==> src/rtl/decode_hazard_ctrl.sv <==
// decode_hazard_ctrl: ID-stage hazard and stall controller for a 5-stage RISC-V pipe.
// It detects load-use and multi-cycle M-extension hazards, and handles branch flushes.
// Stall and flush decisions are combinational, so they take effect in the same cycle.
// Build option: define DECODE_HAZARD_FORWARD_EN when the full forwarding network exists.
// Without that macro, RAW hazards against EX, MEM and WB also stall.
module decode_hazard_ctrl #(
    parameter int unsigned MULDIV_LAT = 32
) (
    input  logic       clk,
    input  logic       rst_n,
    input  logic       id_valid,
    input  logic [6:0] id_opcode,
    input  logic [6:0] id_funct7,
    input  logic [4:0] id_rs1_addr,
    input  logic [4:0] id_rs2_addr,
    input  logic       ex_valid,
    input  logic [6:0] ex_opcode,
    input  logic [4:0] ex_rd_addr,
    input  logic       br_taken,
    input  logic       mem_valid,
    input  logic       mem_wr_en,
    input  logic [4:0] mem_rd_addr,
    input  logic       wb_valid,
    input  logic       wb_wr_en,
    input  logic [4:0] wb_rd_addr,
    output logic       stall_if,
    output logic       stall_id,
    output logic       flush_id,
    output logic       flush_ex,
    output logic       md_busy
);

    localparam logic [6:0] OPC_OP     = 7'b0110011;
    localparam logic [6:0] OPC_OP_IMM = 7'b0010011;
    localparam logic [6:0] OPC_LOAD   = 7'b0000011;
    localparam logic [6:0] OPC_STORE  = 7'b0100011;
    localparam logic [6:0] OPC_BRANCH = 7'b1100011;
    localparam logic [6:0] OPC_JALR   = 7'b1100111;
    localparam logic [6:0] FUNCT7_MD  = 7'b0000001;

    // The first MD_BUSY cycle and the RUN cycle that issues the stall are both counted.
    localparam logic [7:0] CNT_LOAD = 8'(MULDIV_LAT - 2);

    typedef enum logic {
        RUN     = 1'b0,
        MD_BUSY = 1'b1
    } state_e;

    state_e     state_q, state_d;
    logic [7:0] cnt_q, cnt_d;
    logic       mdOk_q, mdOk_d;

    logic rs1Used;
    logic rs2Used;
    logic loadUse;
    logic mulDiv;
    logic rawHazard;
    logic dataStall;

    // True when a used, nonzero ID source register matches the given destination.
    function automatic logic srcMatch(input logic [4:0] rdAddr,
                                      input logic [4:0] rs1Addr,
                                      input logic [4:0] rs2Addr,
                                      input logic       rs1Use,
                                      input logic       rs2Use);
        return (rs1Use && (rs1Addr != 5'd0) && (rs1Addr == rdAddr)) ||
               (rs2Use && (rs2Addr != 5'd0) && (rs2Addr == rdAddr));
    endfunction

    assign rs1Used = (id_opcode == OPC_OP)    || (id_opcode == OPC_OP_IMM) ||
                     (id_opcode == OPC_LOAD)  || (id_opcode == OPC_STORE)  ||
                     (id_opcode == OPC_BRANCH) || (id_opcode == OPC_JALR);
    assign rs2Used = (id_opcode == OPC_OP) || (id_opcode == OPC_STORE) ||
                     (id_opcode == OPC_BRANCH);

    assign loadUse = id_valid && ex_valid && (ex_opcode == OPC_LOAD) &&
                     srcMatch(ex_rd_addr, id_rs1_addr, id_rs2_addr, rs1Used, rs2Used);

    assign mulDiv = id_valid && (id_opcode == OPC_OP) && (id_funct7 == FUNCT7_MD);

`ifdef DECODE_HAZARD_FORWARD_EN
    assign rawHazard = 1'b0;
`else
    assign rawHazard = id_valid && (
        (ex_valid && (ex_opcode != OPC_STORE) && (ex_opcode != OPC_BRANCH) &&
         srcMatch(ex_rd_addr, id_rs1_addr, id_rs2_addr, rs1Used, rs2Used)) ||
        (mem_valid && mem_wr_en &&
         srcMatch(mem_rd_addr, id_rs1_addr, id_rs2_addr, rs1Used, rs2Used)) ||
        (wb_valid && wb_wr_en &&
         srcMatch(wb_rd_addr, id_rs1_addr, id_rs2_addr, rs1Used, rs2Used)));
`endif

    assign dataStall = loadUse || rawHazard;

    // Next-state and output decode: branch flush wins, then data stalls, then mul/div.
    always_comb begin
        state_d  = state_q;
        cnt_d    = cnt_q;
        mdOk_d   = mdOk_q;
        stall_if = 1'b0;
        stall_id = 1'b0;
        flush_id = 1'b0;
        flush_ex = 1'b0;
        md_busy  = 1'b0;

        if (br_taken) begin
            flush_id = 1'b1;
            flush_ex = 1'b1;
            state_d  = RUN;
            cnt_d    = 8'd0;
            mdOk_d   = 1'b0;
        end else begin
            case (state_q)
                RUN: begin
                    if (dataStall) begin
                        stall_if = 1'b1;
                        stall_id = 1'b1;
                        flush_ex = 1'b1;
                    end else if (mulDiv && !mdOk_q) begin
                        stall_if = 1'b1;
                        stall_id = 1'b1;
                        flush_ex = 1'b1;
                        cnt_d    = CNT_LOAD;
                        state_d  = MD_BUSY;
                    end else begin
                        mdOk_d = 1'b0;
                    end
                end
                MD_BUSY: begin
                    stall_if = 1'b1;
                    stall_id = 1'b1;
                    flush_ex = 1'b1;
                    md_busy  = 1'b1;
                    if (cnt_q != 8'd0) begin
                        cnt_d = cnt_q - 8'd1;
                    end else begin
                        state_d = RUN;
                        mdOk_d  = 1'b1;
                    end
                end
                default: begin
                    state_d = RUN;
                end
            endcase
        end

        if (!rst_n) begin
            stall_if = 1'b0;
            stall_id = 1'b0;
            flush_id = 1'b0;
            flush_ex = 1'b0;
            md_busy  = 1'b0;
        end
    end

    // State, counter and mul/div-done flag, with synchronous active-low reset.
    always_ff @(posedge clk) begin
        if (!rst_n) begin
            state_q <= RUN;
            cnt_q   <= 8'd0;
            mdOk_q  <= 1'b0;
        end else begin
            state_q <= state_d;
            cnt_q   <= cnt_d;
            mdOk_q  <= mdOk_d;
        end
    end

endmodule

==> config.mk <==
export PLATFORM = sky130hd
export DESIGN_NAME = decode_hazard_ctrl
export DESIGN_NICKNAME = d
export VERILOG_FILES = /design/src/rtl/decode_hazard_ctrl.sv
export SDC_FILE = /design/constraint.sdc
export NUM_CORES = 1
export LEC_CHECK = 0
export BUFFER_PORTS_ARGS = -buffer_cell sky130_fd_sc_hd__buf_2
export CORE_ASPECT_RATIO = 0.9
export CORE_UTILIZATION = 47
export DETAILED_ROUTE_END_ITERATION = 7
export GPL_ROUTABILITY_DRIVEN = 0
export GPL_TIMING_DRIVEN = 0
export PLACE_DENSITY = 0.87
export SYNTH_ARGS = -nofsm -noshare
export SYNTH_HDL_FRONTEND = slang
export SYNTH_SLANG_ARGS = --single-unit
==> constraint.sdc <==
create_clock -name clk -period 4 [get_ports clk]
set_clock_uncertainty 0.1 [all_clocks]
set_input_delay 0.2 -clock clk [delete_from_list [all_inputs] [get_ports clk]]
set_output_delay 0.2 -clock clk [all_outputs]
set_load 0.1 [all_outputs]
After elaboration in Yosys (flattened, before gate mapping)
Index checks and enable logic that the tools add are counted.
{ "word_totals": {"regBits": 10, "inputBits": 55, "out_inout_bits": 5, "word_cells": 92} }
{ "op_classes": {"n_addsub": 1, "eq_ne": 21, "muxes": 23, "bitwise_logic": 2, "n_reduce_logical": 42} }
{ "ops": {"columns": ["cell", "n"], "rows": [
  ["== test 5 bit", 6],
  ["2-to-1 mux 8 bit", 3],
  ["logical AND 1 bit", 22],
  ["2-to-1 mux 1 bit", 16],
  ["case mux 8 bit (2 select lines)", 1],
  ["== test 7 x 2 -> 1 bit (second input constant)", 2],
  ["== test 7 x 6 -> 1 bit (second input constant)", 2],
  ["== test 7 bit (second input constant)", 2],
  ["logical OR 1 bit", 13],
  ["nonzero test 5 bit", 2],
  ["!= test 2 bit (second input constant)", 4],
  ["nonzero test 8 bit", 1],
  ["subtractor 8 x 1 -> 8 bit (second input constant)", 1],
  ["== test 7 x 1 -> 1 bit (second input constant)", 1],
  ["== test 7 x 5 -> 1 bit (second input constant)", 1],
  ["!= test 7 x 6 -> 1 bit (second input constant)", 1],
  ["!= test 7 bit (second input constant)", 1],
  ["case mux 1 bit (2 select lines)", 3],
  ["AND reduction 3 bit", 2],
  ["!= test 2 x 1 -> 1 bit (second input constant)", 1],
  ["inverter 1 bit", 2],
  ["OR reduction 2 bit", 1],
  ["zero test 1 bit", 1]
]} }

Longest topological paths before layout
{ "logic_depth": {"ltp_word": 18, "ltp_mapped": 8, "ltp_nobuf": 7} }

Least setup slack after synthesis
No wires, ideal clock.
{ "synth_timing": {"path_kind": "input to output", "start": "input id_rs1_addr[2]", "end": "output stall_if", "t_arrival_ns": 3.234, "required_ns": 3.700, "slack_ns": 0.466, "path_stages": 8, "n_path_buf": 1, "cell_sequence": "xnor2_1 > nand4_1 > or3_1 > a211oi_1 > o31a_1 > nor2_1 > nor2_1 > buf_4"} }
{ "synth_between": {"elab_chain_len": 13, "elab_cells_between_ends": 23, "classes_between": "3 x eq/ne; 4 x mux; 16 x reduce/logical"} }
{ "synth_lines": {"columns": ["element", "line_no", "source"], "rows": [
  ["start: declaration", "14", "input logic [4:0] id_rs1_addr,"],
  ["nonzero test 5 bit", "66", "return (rs1Use && (rs1Addr != 5'd0) && (rs1Addr == rdAddr)) ||"],
  ["logical AND 1 bit (2 in a row)", "66", null],
  ["logical OR 1 bit", "66", null],
  ["logical AND 1 bit, on equally long branches", "85, 87", null],
  ["logical OR 1 bit", "86", "srcMatch(ex_rd_addr, id_rs1_addr, id_rs2_addr, rs1Used, rs2Used)) ||"],
  ["logical OR 1 bit", "88", "srcMatch(mem_rd_addr, id_rs1_addr, id_rs2_addr, rs1Used, rs2Used)) ||"],
  ["logical AND 1 bit", "84", "assign rawHazard = id_valid && ("],
  ["logical OR 1 bit *", "93", "assign dataStall = loadUse || rawHazard;"],
  ["2-to-1 mux 1 bit *", null, null],
  ["case mux 1 bit (2 select lines) *", null, null],
  ["2-to-1 mux 1 bit * (2 in a row)", null, null],
  ["end: declaration", "26", "output logic stall_if,"]
]} }
Every way passes the cells marked *; elsewhere a longest branch is shown, timed or not.

Worst setup path in the final report
{ "layout_timing": {"start": "input id_rs1_addr[2]", "end": "output stall_if"} }
{ "layout_between": {"elab_chain_len": 13, "elab_cells_between_ends": 23, "classes_between": "3 x eq/ne; 4 x mux; 16 x reduce/logical"} }
{ "layout_lines": {"columns": ["element", "line_no", "source"], "rows": [
  ["nonzero test 5 bit", "66", null],
  ["logical AND 1 bit (2 in a row)", "66", null],
  ["logical OR 1 bit", "66", null],
  ["logical AND 1 bit, on equally long branches", "85, 87", null],
  ["logical OR 1 bit", "86", null],
  ["logical OR 1 bit", "88", null],
  ["logical AND 1 bit", "84", null],
  ["logical OR 1 bit *", "93", null],
  ["2-to-1 mux 1 bit *", "115", "if (dataStall) begin"],
  ["case mux 1 bit (2 select lines) *", "113", "case (state_q)"],
  ["2-to-1 mux 1 bit *", "106", "if (br_taken) begin"],
  ["2-to-1 mux 1 bit *", "147", "if (!rst_n) begin"]
]} }
Marks and branches as above.

==> impl_metrics.ini <==
[placed_design]
dp_hpwl_um = 2610
dpl_ws_ns = 1.22
placement.io_buffers = 58

[clock_network]
tritoncts.num_buffers = 3
tritoncts_clock_tree = yes
cts_buffer_depth = 2
cts_resized = 0
post_cts.repair.setup_buffers = 0
cts_root_buf = sky130_fd_sc_hd__clkbuf_4
cts.hold.buffers_added = 0
worst_setup_hold_path_clk_slew_ns = 0.07
cts_max_level = 1
clkLatencyLatePin_ns = 0.29
tritoncts_num_sinks = 10

[worst_setup_path]
type_of_element_launching_the_critical_path = input port
slowest_stage = sky130_fd_sc_hd__buf_2
cp_top_family = compound AO/OA/AOI/OAI gates
timing.critical_path.depth = 10
cp_max_fo = 8
crit_type = input port to output pin
worstRegToRegCells = 7
worst_setup_path_end_kind = output pin
crit_buf_inv = 3
cp_cell_sequence = buf_2 -> xnor2_1 -> nand4_1 -> or3_1 -> a211oi_1 -> o31a_1 -> nor2_1 -> nor2_1 -> buf_4 -> buf_2
critPathMaxStageDelay_ns = 0.41
cp_data_arrival_time_ns = 2.50
worst-endpoint-required_ns = 3.70

[cells_and_area]
area_delta_synth_final_pct = 34.5
final-seq-area_um2 = 200
layout.cells.most_common = sky130_fd_sc_hd__buf_2
nFillCells = 173
antennaDiodeCount = 0
drive_above_1_share_pct = 33.0
final_layout_net_count = 251
layout_common_cells = 58 x sky130_fd_sc_hd__buf_2, 16 x sky130_fd_sc_hd__xnor2_1, 15 x sky130_fd_sc_hd__xor2_1
multi_input_area_um2 = 806

[die]
dieWidth_um = 51.5
initial_core_util_pct = 52.1
die_h_um = 46.5
die_area_um2 = 2400
floorplan.core_area_um2 = 1990
std_cell_rows = 15
boundaryPins = 60

[yosys]
synth-async-reset-ratio_pct = 0
synth_edf_count = 0
yosys_warnings = 0
mappedNetlistNets = 188
yosys_most_used_dff = sky130_fd_sc_hd__dfxtp_1
ys_ff_latch = 10
syn-cell-area_um2 = 1040
syn_avg_cell_area_um2 = 7.85
synthCells = 132
synthDistinctLibCells = 36
synth_seq_area_share_pct = 19.3

[timing]
rsz_0062_raised_after_global_routing = no
final_min_period_over_clock_period_pct = 70.0
finalWorstSetupSlack_ns = 1.20
finalHoldViolCount = 0
slew_viol_final = 0
finalSetupViolations = 0
max_freq_mhz = 357
worst_pin_slew_ns = 0.487
final_critical_period_ns = 2.80
fin_tns_setup_ns = 0
max-slew-margin-rel_pct = 67.5

[drt]
number_of_vias_in_the_routed_layout = 1291
total_drc_errors_in_the_routed_layout = 0
vias_per_cell = 5.89
drt-initial-drc-count = 43
wirelength_um = 3240
route.antenna.remaining_nets = 0
drt_pass1_iterations = 4
avgRoutedWirePerCell_um = 14.8

[power_and_ir_drop]
p_leak_nw = 0.603
powerDensity_nw_per_um2 = 206
vdd_ir_max_mv = 0.218

[job]
drv.max_cap_violation_count = 0

[outcome]
status = complete, no violations

[grt]
maximum_number_of_pins_on_one_net_before_global_route_repair = 9
global_route_total_overflow = 0
number_of_global_route_vias_before_repair = 1154
grt_use_total_pct = 29.1
grt_first_pass_wirelength_um = 5000
antenna_violations_before_repair = 0

[min_path]
worst_hold_path_cell_count = 3
min_path_type = input port to flip-flop
synthesized netlist by cell type (2+ instances only):
library cell               instances  share of area [%]
sky130_fd_sc_hd__xnor2_1          16                 14
sky130_fd_sc_hd__xor2_1           15                 13
sky130_fd_sc_hd__dfxtp_1          10                 19
sky130_fd_sc_hd__nor3_1           10                4.8
sky130_fd_sc_hd__nor2_1            8                2.9
sky130_fd_sc_hd__nand2_1           7                2.5
sky130_fd_sc_hd__inv_1             6                2.2
sky130_fd_sc_hd__nand4_1           6                3.6
sky130_fd_sc_hd__nand3_1           5                2.4
sky130_fd_sc_hd__a21oi_1           4                1.9
sky130_fd_sc_hd__o211ai_1          4                2.9
sky130_fd_sc_hd__o21ai_0           4                1.9
sky130_fd_sc_hd__nor4_1            3                1.8
sky130_fd_sc_hd__o31ai_1           3                2.2
sky130_fd_sc_hd__or4_1             3                2.2
sky130_fd_sc_hd__a31oi_1           2                1.2
sky130_fd_sc_hd__mux2i_1           2                1.9
sky130_fd_sc_hd__nand3b_1          2                1.4
sky130_fd_sc_hd__nor3b_1           2                1.4
sky130_fd_sc_hd__o21a_1            2                1.4
sky130_fd_sc_hd__o31a_1            2                1.7
sky130_fd_sc_hd__or3_1             2                1.2
cells by family (layout without fill, tap and decap cells):
| logic type | after synthesis | count (layout) | synth area share (%) |
|---|---|---|---|
| multiplexers | 2 | 2 | 1.93 |
| buffers and inverters | 7 | 69 | 2.90 |
| AO/OA/AOI/OAI | 27 | 27 | 19.8 |
| flip-flops | 10 | 10 | 19.3 |
| XOR/XNOR | 31 | 31 | 26.2 |
| AND/OR/NAND/NOR | 54 | 54 | 28.6 |
| adder cells (fa/ha/maj) | 1 | 1 | 1.21 |
layer usage:
layer	GRT usage (%)	vias to the layer above	part of all wire [%]
met5	0	-	0
met4	12.4	0	1.5
met3	7.92	4	8.9
met2	49.4	81	48
met1	34.8	591	41
li1	-	615	-
tightest hold or removal path: cells and delay by family:
family / cells / cell delay [ns]
AOI/OAI and AO/OA: 1 / 0.14
and+or+nand+nor: 1 / 0.12
buffers and inverters: 1 / 0.10
sequential cells by signal, summed over array words and instances, names as in the netlist:
signal	cells
state_q	1
mdOk_q	1
cnt_q	8
layout make-up:
cell class | instances | share of cell area (%)
multi-input combinational | 115 | 57.8
timing repair buffer | 58 | 20.8
sequential | 10 | 14.4
clock buffer | 4 | 2.60
tap | 25 | 2.24
inverter | 6 | 1.62
buffer | 1 | 0.539
power by group:
| group | switching [mW] | internal [mW] | leakage, nW |
|---|---|---|---|
| registers | 0.00000259 | 0.0995 | 0.0805 |
| logic | 0.0482 | 0.0421 | 0.502 |
| clock network | 0.0420 | 0.0556 | 0.0210 |
stage by stage:
step / instance area (um2) / hold slack, ns / instances / total power, mW / utilization (%)
after floorplan: 1040 / 0.330 / 132 / 0.145 / -
final: 1390 / 0.209 / 219 / 0.287 / 70.1
after global routing: 1390 / 0.257 / 219 / 0.298 / 70.1
after CTS: 1390 / 0.208 / 219 / 0.286 / 70.1
after detailed placement: 1360 / 0.381 / 215 / 0.191 / 68.2
after global placement: 1360 / 0.370 / 215 / 0.187 / 68.2
worst paths after layout:
check	start	endpoint	slack [ns]
worst min-delay path	br_taken	cnt_q[2]$_SDFFE_PP0P_	0.21
worst max register to register	cnt_q[0]$_SDFFE_PP0P_	cnt_q[2]$_SDFFE_PP0P_	1.83
worst max-delay path	id_rs1_addr[2]	stall_if	1.20
worst min register to register	mdOk_q$_SDFFE_PP0P_	mdOk_q$_SDFFE_PP0P_	0.40
Power figures use the tool's default switching activity.
